## config.mk

```make
export PLATFORM = sky130hd
export DESIGN_NAME = stage_writeback
export DESIGN_NICKNAME = d
export VERILOG_FILES = /design/src/rtl/stage_writeback.sv
export SDC_FILE = /design/constraint.sdc
export NUM_CORES = 1
export LEC_CHECK = 0
export ABC_AREA = 1
export BUFFER_PORTS_ARGS = -buffer_cell sky130_fd_sc_hd__buf_2
export CAP_MARGIN = 10
export CELL_PAD_IN_SITES_DETAIL_PLACEMENT = 1
export CELL_PAD_IN_SITES_GLOBAL_PLACEMENT = 1
export CORE_ASPECT_RATIO = 0.75
export CORE_MARGIN = 2
export CORE_UTILIZATION = 28
export DETAILED_ROUTE_END_ITERATION = 16
export PLACE_DENSITY_LB_ADDON = 0.1
export SLEW_MARGIN = 20
export SYNTH_ARGS = -nofsm -noshare
export SYNTH_HDL_FRONTEND = slang
export SYNTH_SLANG_ARGS = --single-unit
```

## constraint.sdc

```tcl
create_clock -name clk -period 3 [get_ports clk]
set_input_delay 0.6 -clock clk [delete_from_list [all_inputs] [get_ports clk]]
set_output_delay 0.6 -clock clk [all_outputs]
set_load 0.01 [all_outputs]
```

## src/rtl/stage_writeback.sv

```systemverilog
// Writeback stage: selects the retiring result, waits on load data,
// and drives the register-file write port back to decode.
module stage_writeback #(
  parameter int LOAD_TIMEOUT = 16
) (
  input  logic        clk,
  input  logic        rst,
  input  logic        mem_valid,
  input  logic [4:0]  mem_rd,
  input  logic        mem_regfile_wr_enable,
  input  logic [1:0]  mem_result_src,
  input  logic [31:0] mem_alu_result,
  input  logic [31:0] mem_instr_addr_plus,
  input  logic [2:0]  mem_funct3,
  input  logic [31:0] dmem_rdata,
  input  logic        dmem_rvalid,
  output logic [4:0]  wb_wr_addr,
  output logic [31:0] wb_wr_data,
  output logic        wb_regfile_wr_enable,
  output logic        wb_stall,
  output logic        wb_retire,
  output logic        wb_load_error
);

  localparam int CW =
    (LOAD_TIMEOUT < 2) ? 1 : $clog2(LOAD_TIMEOUT);
  localparam logic [CW-1:0] LAST =
    CW'(LOAD_TIMEOUT - 1);

  localparam logic [1:0] SRC_MEM = 2'b01;
  localparam logic [1:0] SRC_PC  = 2'b10;

  typedef enum logic {
    IDLE,
    WAIT_LOAD
  } state_t;

  state_t        state, state_n;
  logic [CW-1:0] cnt, cnt_n;
  logic [4:0]    ld_rd, ld_rd_n;
  logic          ld_we, ld_we_n;
  logic [2:0]    ld_f3, ld_f3_n;
  logic [1:0]    ld_off, ld_off_n;

  logic [4:0]    addr_n;
  logic [31:0]   data_n;
  logic          we_n;
  logic          retire_n;
  logic          err_n;

  logic [7:0]    ld_byte;
  logic [15:0]   ld_half;
  logic [31:0]   ld_data;
  logic          timeout;

  assign wb_stall = (state == WAIT_LOAD) & ~dmem_rvalid;
  assign timeout  = (LOAD_TIMEOUT != 0) && (cnt == LAST);

  // Halfword loads use only offset[1]; misaligned low bit is dropped
  always_comb begin
    ld_byte = dmem_rdata[{ld_off, 3'b000} +: 8];
    ld_half = dmem_rdata[{ld_off[1], 4'b0000} +: 16];
    ld_data = dmem_rdata;
    unique case (1'b1)
      ld_f3 == 3'b000:
        ld_data = {{24{ld_byte[7]}}, ld_byte};
      ld_f3 == 3'b100:
        ld_data = {24'd0, ld_byte};
      ld_f3 == 3'b001:
        ld_data = {{16{ld_half[15]}}, ld_half};
      ld_f3 == 3'b101:
        ld_data = {16'd0, ld_half};
      default:
        ld_data = dmem_rdata;
    endcase
  end

  always_comb begin
    state_n  = state;
    cnt_n    = cnt;
    ld_rd_n  = ld_rd;
    ld_we_n  = ld_we;
    ld_f3_n  = ld_f3;
    ld_off_n = ld_off;
    addr_n   = wb_wr_addr;
    data_n   = wb_wr_data;
    we_n     = 1'b0;
    retire_n = 1'b0;
    err_n    = 1'b0;
    unique case (state)
      IDLE: begin
        if (mem_valid) begin
          if (mem_result_src == SRC_MEM) begin
            ld_rd_n  = mem_rd;
            ld_we_n  = mem_regfile_wr_enable;
            ld_f3_n  = mem_funct3;
            ld_off_n = mem_alu_result[1:0];
            cnt_n    = '0;
            state_n  = WAIT_LOAD;
          end else begin
            addr_n   = mem_rd;
            data_n   = (mem_result_src == SRC_PC)
                     ? mem_instr_addr_plus
                     : mem_alu_result;
            we_n     = mem_regfile_wr_enable
                     & (mem_rd != 5'd0);
            retire_n = 1'b1;
          end
        end
      end
      WAIT_LOAD: begin
        if (dmem_rvalid) begin
          addr_n   = ld_rd;
          data_n   = ld_data;
          we_n     = ld_we & (ld_rd != 5'd0);
          retire_n = 1'b1;
          state_n  = IDLE;
        end else if (timeout) begin
          err_n    = 1'b1;
          state_n  = IDLE;
        end else begin
          cnt_n    = cnt + CW'(1);
        end
      end
      default: state_n = IDLE;
    endcase
  end

  always_ff @(posedge clk) begin
    if (rst) begin
      state                <= IDLE;
      cnt                  <= '0;
      ld_rd                <= '0;
      ld_we                <= 1'b0;
      ld_f3                <= '0;
      ld_off               <= '0;
      wb_wr_addr           <= '0;
      wb_wr_data           <= '0;
      wb_regfile_wr_enable <= 1'b0;
      wb_retire            <= 1'b0;
      wb_load_error        <= 1'b0;
    end else begin
      state                <= state_n;
      cnt                  <= cnt_n;
      ld_rd                <= ld_rd_n;
      ld_we                <= ld_we_n;
      ld_f3                <= ld_f3_n;
      ld_off               <= ld_off_n;
      wb_wr_addr           <= addr_n;
      wb_wr_data           <= data_n;
      wb_regfile_wr_enable <= we_n;
      wb_retire            <= retire_n;
      wb_load_error        <= err_n;
    end
  end

endmodule
```

==> flow_summary.json, run 1 <==
{
  "outcome": "finished, final reports clean",
  "antenna_left": 0,
  "viasPerCell": 4.755,
  "ys_types": 38,
  "powerDensity_nw_per_um2": 419.9,
  "fin_crit_ps": 1988,
  "use_met1_pct": 26.37,
  "synth_seq_cells": 56,
  "place_area_um2": 4436,
  "final_common_cell": "nand2_1",
  "clock.fmax_ghz": 0.5031,
  "drt_first_pass_iters": 4,
  "die_x_um": 136.4,
  "drt_iter0_drc": 142,
  "htree_levels": 2,
  "min_path_type": "reg2reg",
  "worstSetupPathType": "reg2out",
  "slew_viol_final": 0,
  "worst_pin_slew_ps": 762.1,
  "cts_setup_buffers": 0,
  "cts_buffers": 5,
  "setup.worst_path.start_class": "register",
  "use_met3_pct": 4.094,
  "clkSinkCount": 56,
  "hold_viol_final": 0,
  "worstPathMaxFanout": 55,
  "ys_seq_area_share_pct": 30.47,
  "drv_cap": 0,
  "hold_buffers": 0,
  "groute.usage.overall_pct": 18.89,
  "final_cell_area_um2": 4587,
  "syn_area_per_cell_um2": 6.536,
  "maxSlewHeadroom_pct": 49.12,
  "globalplace.congestion": 0.7646,
  "leakage_nw": 2.383,
  "via_count": 4118,
  "cts_tree": "done",
  "final_nets": 806,
  "clock_path_buffers": 2,
  "path_clk_slew_ps": 80,
  "die_h_um": 103.3,
  "fin_skew_ps": 8.236,
  "cts_resized": 0,
  "grt_max_degree": 56,
  "ys_warn_count": 0,
  "dp_slack_ps": 1019,
  "dp_hpwl_um": 10410,
  "initial_core_util_pct": 28.46,
  "io_pins": 152,
  "grt_first_pass_wirelength_um": 20850,
  "cp.arrival_ps": 1390,
  "use_met2_pct": 30.15,
  "wl_per_cell_um": 15.25,
  "grt_antenna_before_repair": 2,
  "rsz0062_at_grt": "no",
  "io_buffers": 151,
  "ir_drop_mv": 0.2387,
  "final.setup.tns_ps": 0,
  "core_area_um2": 12930,
  "rows": 36,
  "synth_nets": 675,
  "worstPathRequired_ps": 2400,
  "endpoint_kind": "output port",
  "syn_area_um2": 3680,
  "nFillCells": 1705,
  "finalSetupViolCount": 0,
  "grt.busiest_layer": "met2",
  "grt_overflow": 0,
  "diodes": 0,
  "fin_crit_sh_pct": 66.25,
  "insertion_delay_ps": 310,
  "syn_to_final_growth_pct": 24.65,
  "drc": 0,
  "drive_gt1_share_pct": 30.07,
  "grt_pass1_vias": 4072,
  "synthCells": 563,
  "routed_wl_um": 13210,
  "die_area_um2": 14080,
  "hold_ws_ps": 453.8,
  "layout_common_cells": "171 x nand2_1, 151 x buf_2, 56 x o21ai_0, 56 x dfxtp_1, 55 x a21oi_1",
  "clockRootBuffer": "clkbuf_16",
  "setup_slack_ps": 1012
}
through the flow:
step           total power, mW  cells  utilization (%)
2_1_floorplan            1.142    563                -
3_3_place_gp             1.309    858            34.31
3_5_place_dp             1.323    858            34.31
4_1_cts                  1.953    866            35.48
5_1_grt                  2.039    866            35.48
6_report                 1.926    866            35.48
per-layer routing:
metal / vias up / wire [µm]
met5: - / 24
met1: 1914 / 6594
li1: 2090 / -
met2: 97 / 5688
met4: 4 / 120
met3: 13 / 778
layout make-up:
cell class                 count  area, µm²  share of cell area [%]
tap                          171      214.0                   4.664
multi-input combinational    426       2108                   45.96
timing repair buffer         156      793.3                   17.29
clock buffer                   5      125.1                   2.728
clock inverter                 3      26.28                  0.5728
inverter                      49      198.9                   4.337
sequential                    56       1121                   24.44
flip-flops by register name (all words and copies together) (netlist names):
signal and count:
state 1, ld_rd 5, ld_off 2, cnt 4, wb_regfile_wr_enable 1, ld_we 1
wb_wr_data 32, wb_retire 1, ld_f3 3, wb_wr_addr 5, wb_load_error 1
cell usage after synthesis:
cell type       number  area share (%)
o211ai_1             2            0.41
clkbuf_1             6            0.61
clkbuf_8             2            0.75
nand3b_4             1            0.54
o21ai_0             56             7.6
nand3_1             45             6.1
nand2_1            171              17
nor4_1               1            0.17
nand2_2              2            0.34
inv_2                3            0.31
mux2i_1              4             1.1
nand3b_1             1            0.20
nand3_4              1            0.48
nand3_2             19             5.2
o21ai_2              1            0.24
nor2_4               2            0.61
inv_4                3            0.51
or2_2                1            0.17
nor2_1              42             4.3
a21oi_2              4            0.95
buf_2               11             1.5
buf_6                7             2.1
ha_1                 1            0.34
o21ai_1              3            0.41
dfxtp_1             56              30
dlymetal6s2s_1       2            0.68
nand2_4              4             1.2
inv_8                1            0.31
a21oi_1             55             7.5
a31oi_1              1            0.17
nor2_8               1            0.54
buf_12               1            0.54
inv_1               42             4.3
nor2_2               2            0.34
buf_4                3            0.61
and3_1               2            0.34
a211oi_1             1            0.20
nor3_1               3            0.41
cells by family (layout without fill, tap and decap cells):
| family | after synthesis | count (layout) | synth area share [%] |
|---|---|---|---|
| flops | 56 | 56 | 30.47 |
| compound gates | 123 | 123 | 17.48 |
| mux | 4 | 4 | 1.088 |
| simple gates | 298 | 298 | 38.39 |
| buf+inv | 81 | 213 | 12.24 |
| fa+ha+maj | 1 | 1 | 0.3400 |
power by group:
| part | internal, mW | switching, mW | leakage, nW |
|---|---|---|---|
| combinational | 0.179 | 0.288 | 1.86 |
| sequential | 0.795 | 0.0381 | 0.460 |
| clock | 0.317 | 0.309 | 0.0680 |
| total | 1.29 | 0.635 | 2.38 |
worst max-delay path: stages (launching register included):
cell and delay, ps:
dfxtp_1 330, inv_2 50, buf_4 470, nor2_4 60, buf_2 160
path summary, 6_finish.rpt:
path | cells after the start | endpoint | from | slack [ps]
setup / recovery | 4 | wb_stall | state | 1010
hold reg to reg | 2 | wb_wr_data[23] | wb_wr_data[23] | 450
hold / removal | 2 | wb_wr_data[23] | wb_wr_data[23] | 450
setup reg to reg | 7 | wb_wr_data[4] | ld_f3[1] | 1100
No activity file was read; power rests on OpenSTA's default activity.
==> run 2: changes to the inputs <==
--- a/config.mk
+++ b/config.mk
@@ -5,7 +5,7 @@
 export SDC_FILE = /design/constraint.sdc
 export NUM_CORES = 1
 export LEC_CHECK = 0
-export ABC_AREA = 1
+export ABC_AREA = 0
 export BUFFER_PORTS_ARGS = -buffer_cell sky130_fd_sc_hd__buf_2
 export CAP_MARGIN = 10
 export CELL_PAD_IN_SITES_DETAIL_PLACEMENT = 1
==> constraint.sdc (replaced) <==
create_clock -name clk -period 1.6 [get_ports clk]
set_input_delay 0.32 -clock clk [delete_from_list [all_inputs] [get_ports clk]]
set_output_delay 0.32 -clock clk [all_outputs]
set_load 0.01 [all_outputs]
==> run 2 against run 1 <==
  * The flow now finishes with violations (negative setup slack)
  * Sequential cell count stayed put
  * Clock skew is 1.8 ps lower
  * Largest cell class unchanged
  * Cell count is 11% lower
  * Area after synthesis is 8.7% lower
  * Clock power is 69% higher
  * Register-to-register slack worse by 1100 ps
  * Critical endpoint is now wb_wr_data[17]
==> flow_summary.json, run 2 <==
{
  "outcome": "finished with violations",
  "violations": "negative setup slack",
  "power.total_mw": 3.605,
  "crit_start": "ld_f3[1]",
  "fin_crit_sh_pct": 101.8,
  "reg.largest.list": "wb_wr_data (32), ld_rd (5), wb_wr_addr (5)",
  "rrSetupSlack_ps": -30,
  "io_pins": 152,
  "die_x_um": 130.5,
  "worstReg2RegStart": "ld_f3[1]",
  "largest_register_ffs": 32,
  "grt_max_degree": 31,
  "final_nets": 718,
  "hold_ws_ps": 254.7,
  "rsz0062_at_grt": "yes",
  "ys_warn_count": 0,
  "clock.fmax_ghz": 0.6137,
  "slew_viol_final": 0,
  "cts_buffers": 5,
  "via_count": 3951,
  "clkSinkCount": 56,
  "worst_pin_slew_ps": 737.2,
  "globalplace.congestion": 0.8843,
  "clock_path_buffers": 2,
  "layout_common_cells": "151 x buf_2, 78 x nand2_1, 52 x buf_4",
  "io_buffers": 151,
  "fin_skew_ps": 6.398,
  "grt_first_pass_wirelength_um": 22350,
  "dp_hpwl_um": 11200,
  "yosysTopAreaCell": "dfxtp_1",
  "path_clk_slew_ps": 70,
  "core_area_um2": 11660,
  "synth_seq_cells": 56,
  "synth_nets": 537,
  "synth_edf_count": 0,
  "drt_iter0_drc": 134,
  "worstPathMaxFanout": 8,
  "worstSetupPathType": "reg2reg",
  "insertion_delay_ps": 300,
  "drive_gt1_share_pct": 45.71,
  "grt_overflow": 0,
  "die_h_um": 98.88,
  "cp.arrival_ps": 1870,
  "ir_drop_mv": 0.4150,
  "initial_core_util_pct": 28.83,
  "hold_viol_final": 0,
  "htree_levels": 2,
  "async_flop_share_pct": 0,
  "cts_tree": "done",
  "drc": 0,
  "max_flop_register": "wb_wr_data",
  "reg2reg_depth": 5,
  "ys_seq_area_share_pct": 33.36,
  "routed_wl_um": 14480,
  "synth.area.top_cells": "dfxtp_1 33%, nand2_1 8.7%, a32o_1 5.4%",
  "diodes": 0,
  "hold_path_depth": 3,
  "synth.most_common_cell": "nand2_1",
  "syn_area_um2": 3361,
  "grt_antenna_before_repair": 0,
  "antenna_left": 0,
  "setup.worst_path.start_class": "register",
  "endpoint_kind": "register",
  "synth-main-ff-cell": "dfxtp_1",
  "synth_common_cells": "78 x nand2_1, 56 x dfxtp_1, 24 x nand3_1, 20 x clkbuf_1, 18 x a32o_1",
  "maxSlewHeadroom_pct": 50.80,
  "fin_crit_ps": 1629,
  "whs_endpoint": "ld_f3[1]",
  "powerDensity_nw_per_um2": 715.7,
  "min_path_type": "in2reg",
  "ys_types": 48,
  "hold_buffers": 0,
  "nFillCells": 1458,
  "yosysTopAreaCellShare_pct": 33.36,
  "rr_endpoint": "wb_wr_data[17]",
  "drt_first_pass_iters": 4,
  "leakage_nw": 2.182,
  "final_common_cell": "buf_2",
  "syn_area_per_cell_um2": 7.908,
  "clockRootBuffer": "clkbuf_16",
  "syn_to_final_growth_pct": 49.89,
  "finalSetupViolCount": 3,
  "groute.usage.overall_pct": 22.50,
  "grt_pass1_vias": 3934,
  "die_area_um2": 12900,
  "drv_cap": 0,
  "wl_per_cell_um": 18.85,
  "rows": 34,
  "worstHoldStart": "mem_funct3[1]",
  "viasPerCell": 5.145,
  "setup_slack_ps": -29.41,
  "synthCells": 425,
  "worstPathRequired_ps": 1840
}
## run 2: changes by cell type after synthesis, moves of 18 or more
cell | previous run | this run
a21oi_1 | 55 | 15
a32o_1 | 0 | 18
inv_1 | 42 | 4
nand2_1 | 171 | 78
nand3_1 | 45 | 24
nand3_2 | 19 | 0
nor2_1 | 42 | 16
o21ai_0 | 56 | 12
## run 2: what timing repair did
action | CTS | global route
cloned | 2 | 0
endpoints found under the setup margin | 33 | 32
buffers inserted | 2 | 4
pin swaps | 1 | 7
gates resized for setup | 38 | 28
## run 2: layout make-up
class                   instances  area [µm²]  area share, %
clock buffers                   6       128.9          2.558
clock inverters                 1       5.005        0.09935
inverters                       4       15.01         0.2981
well taps                     162       202.7          4.024
flip-flops and latches         56        1135          22.53
repair buffers                215        1338          26.55
multi-input cells             324        2213          43.94
## run 2: layer usage
layer	wire length (µm)	GRT usage, %
met4	100	3.846
met1	7359	34.24
met2	6078	33.17
met5	0	0
met3	935	4.289
## run 2: where the power goes
part	total, mW	switching, mW	internal [mW]
registers	1.54	0.0593	1.49
logic	0.997	0.519	0.479
clock network	1.06	0.492	0.571
total	3.61	1.07	2.54
## run 2: per-stage QoR
stage / TNS, ps / instances / setup WS, ps / utilization [%] / area, µm²
2_1_floorplan: 0 / 425 / 24.24 / - / 3363
3_3_place_gp: -7162 / 755 / -299.2 / 39.67 / 4624
3_5_place_dp: -9568 / 755 / -439.5 / 39.67 / 4624
4_1_cts: -45.00 / 766 / -16.45 / 42.04 / 4900
5_1_grt: -1105 / 768 / -85.17 / 43.22 / 5037
6_report: -42.07 / 768 / -29.41 / 43.22 / 5037
## run 2: logic make-up (layout without fill, tap and decap cells)
| group | count (synthesis) | in the layout | share of synthesized area [%] |
|---|---|---|---|
| simple gates | 188 | 188 | 27.18 |
| compound gates | 107 | 107 | 24.01 |
| flops | 56 | 56 | 33.36 |
| buf+inv | 45 | 226 | 6.440 |
| mux | 26 | 26 | 8.116 |
| xor+xnor | 2 | 2 | 0.5213 |
| fa+ha+maj | 1 | 1 | 0.3722 |
## run 2: worst max-delay path by stage
| stage | end | cells past startpoint |
|---|---|---|
| 3_5_place_dp | wb_wr_data[26] | 5 |
| 2_1_floorplan | wb_wr_data[27] | 6 |
| 6_report | wb_wr_data[17] | 5 |
| 3_3_place_gp | wb_wr_data[17] | 5 |
| 4_1_cts | wb_wr_data[1] | 7 |
| 5_1_grt | wb_wr_data[14] | 4 |
## run 2: worst max-delay path: stages (launching register included)
cell and delay [ps]:
dfxtp_4 380, buf_4 150, or4_4 580, buf_8 170
nand4_1 120, a32o_1 170
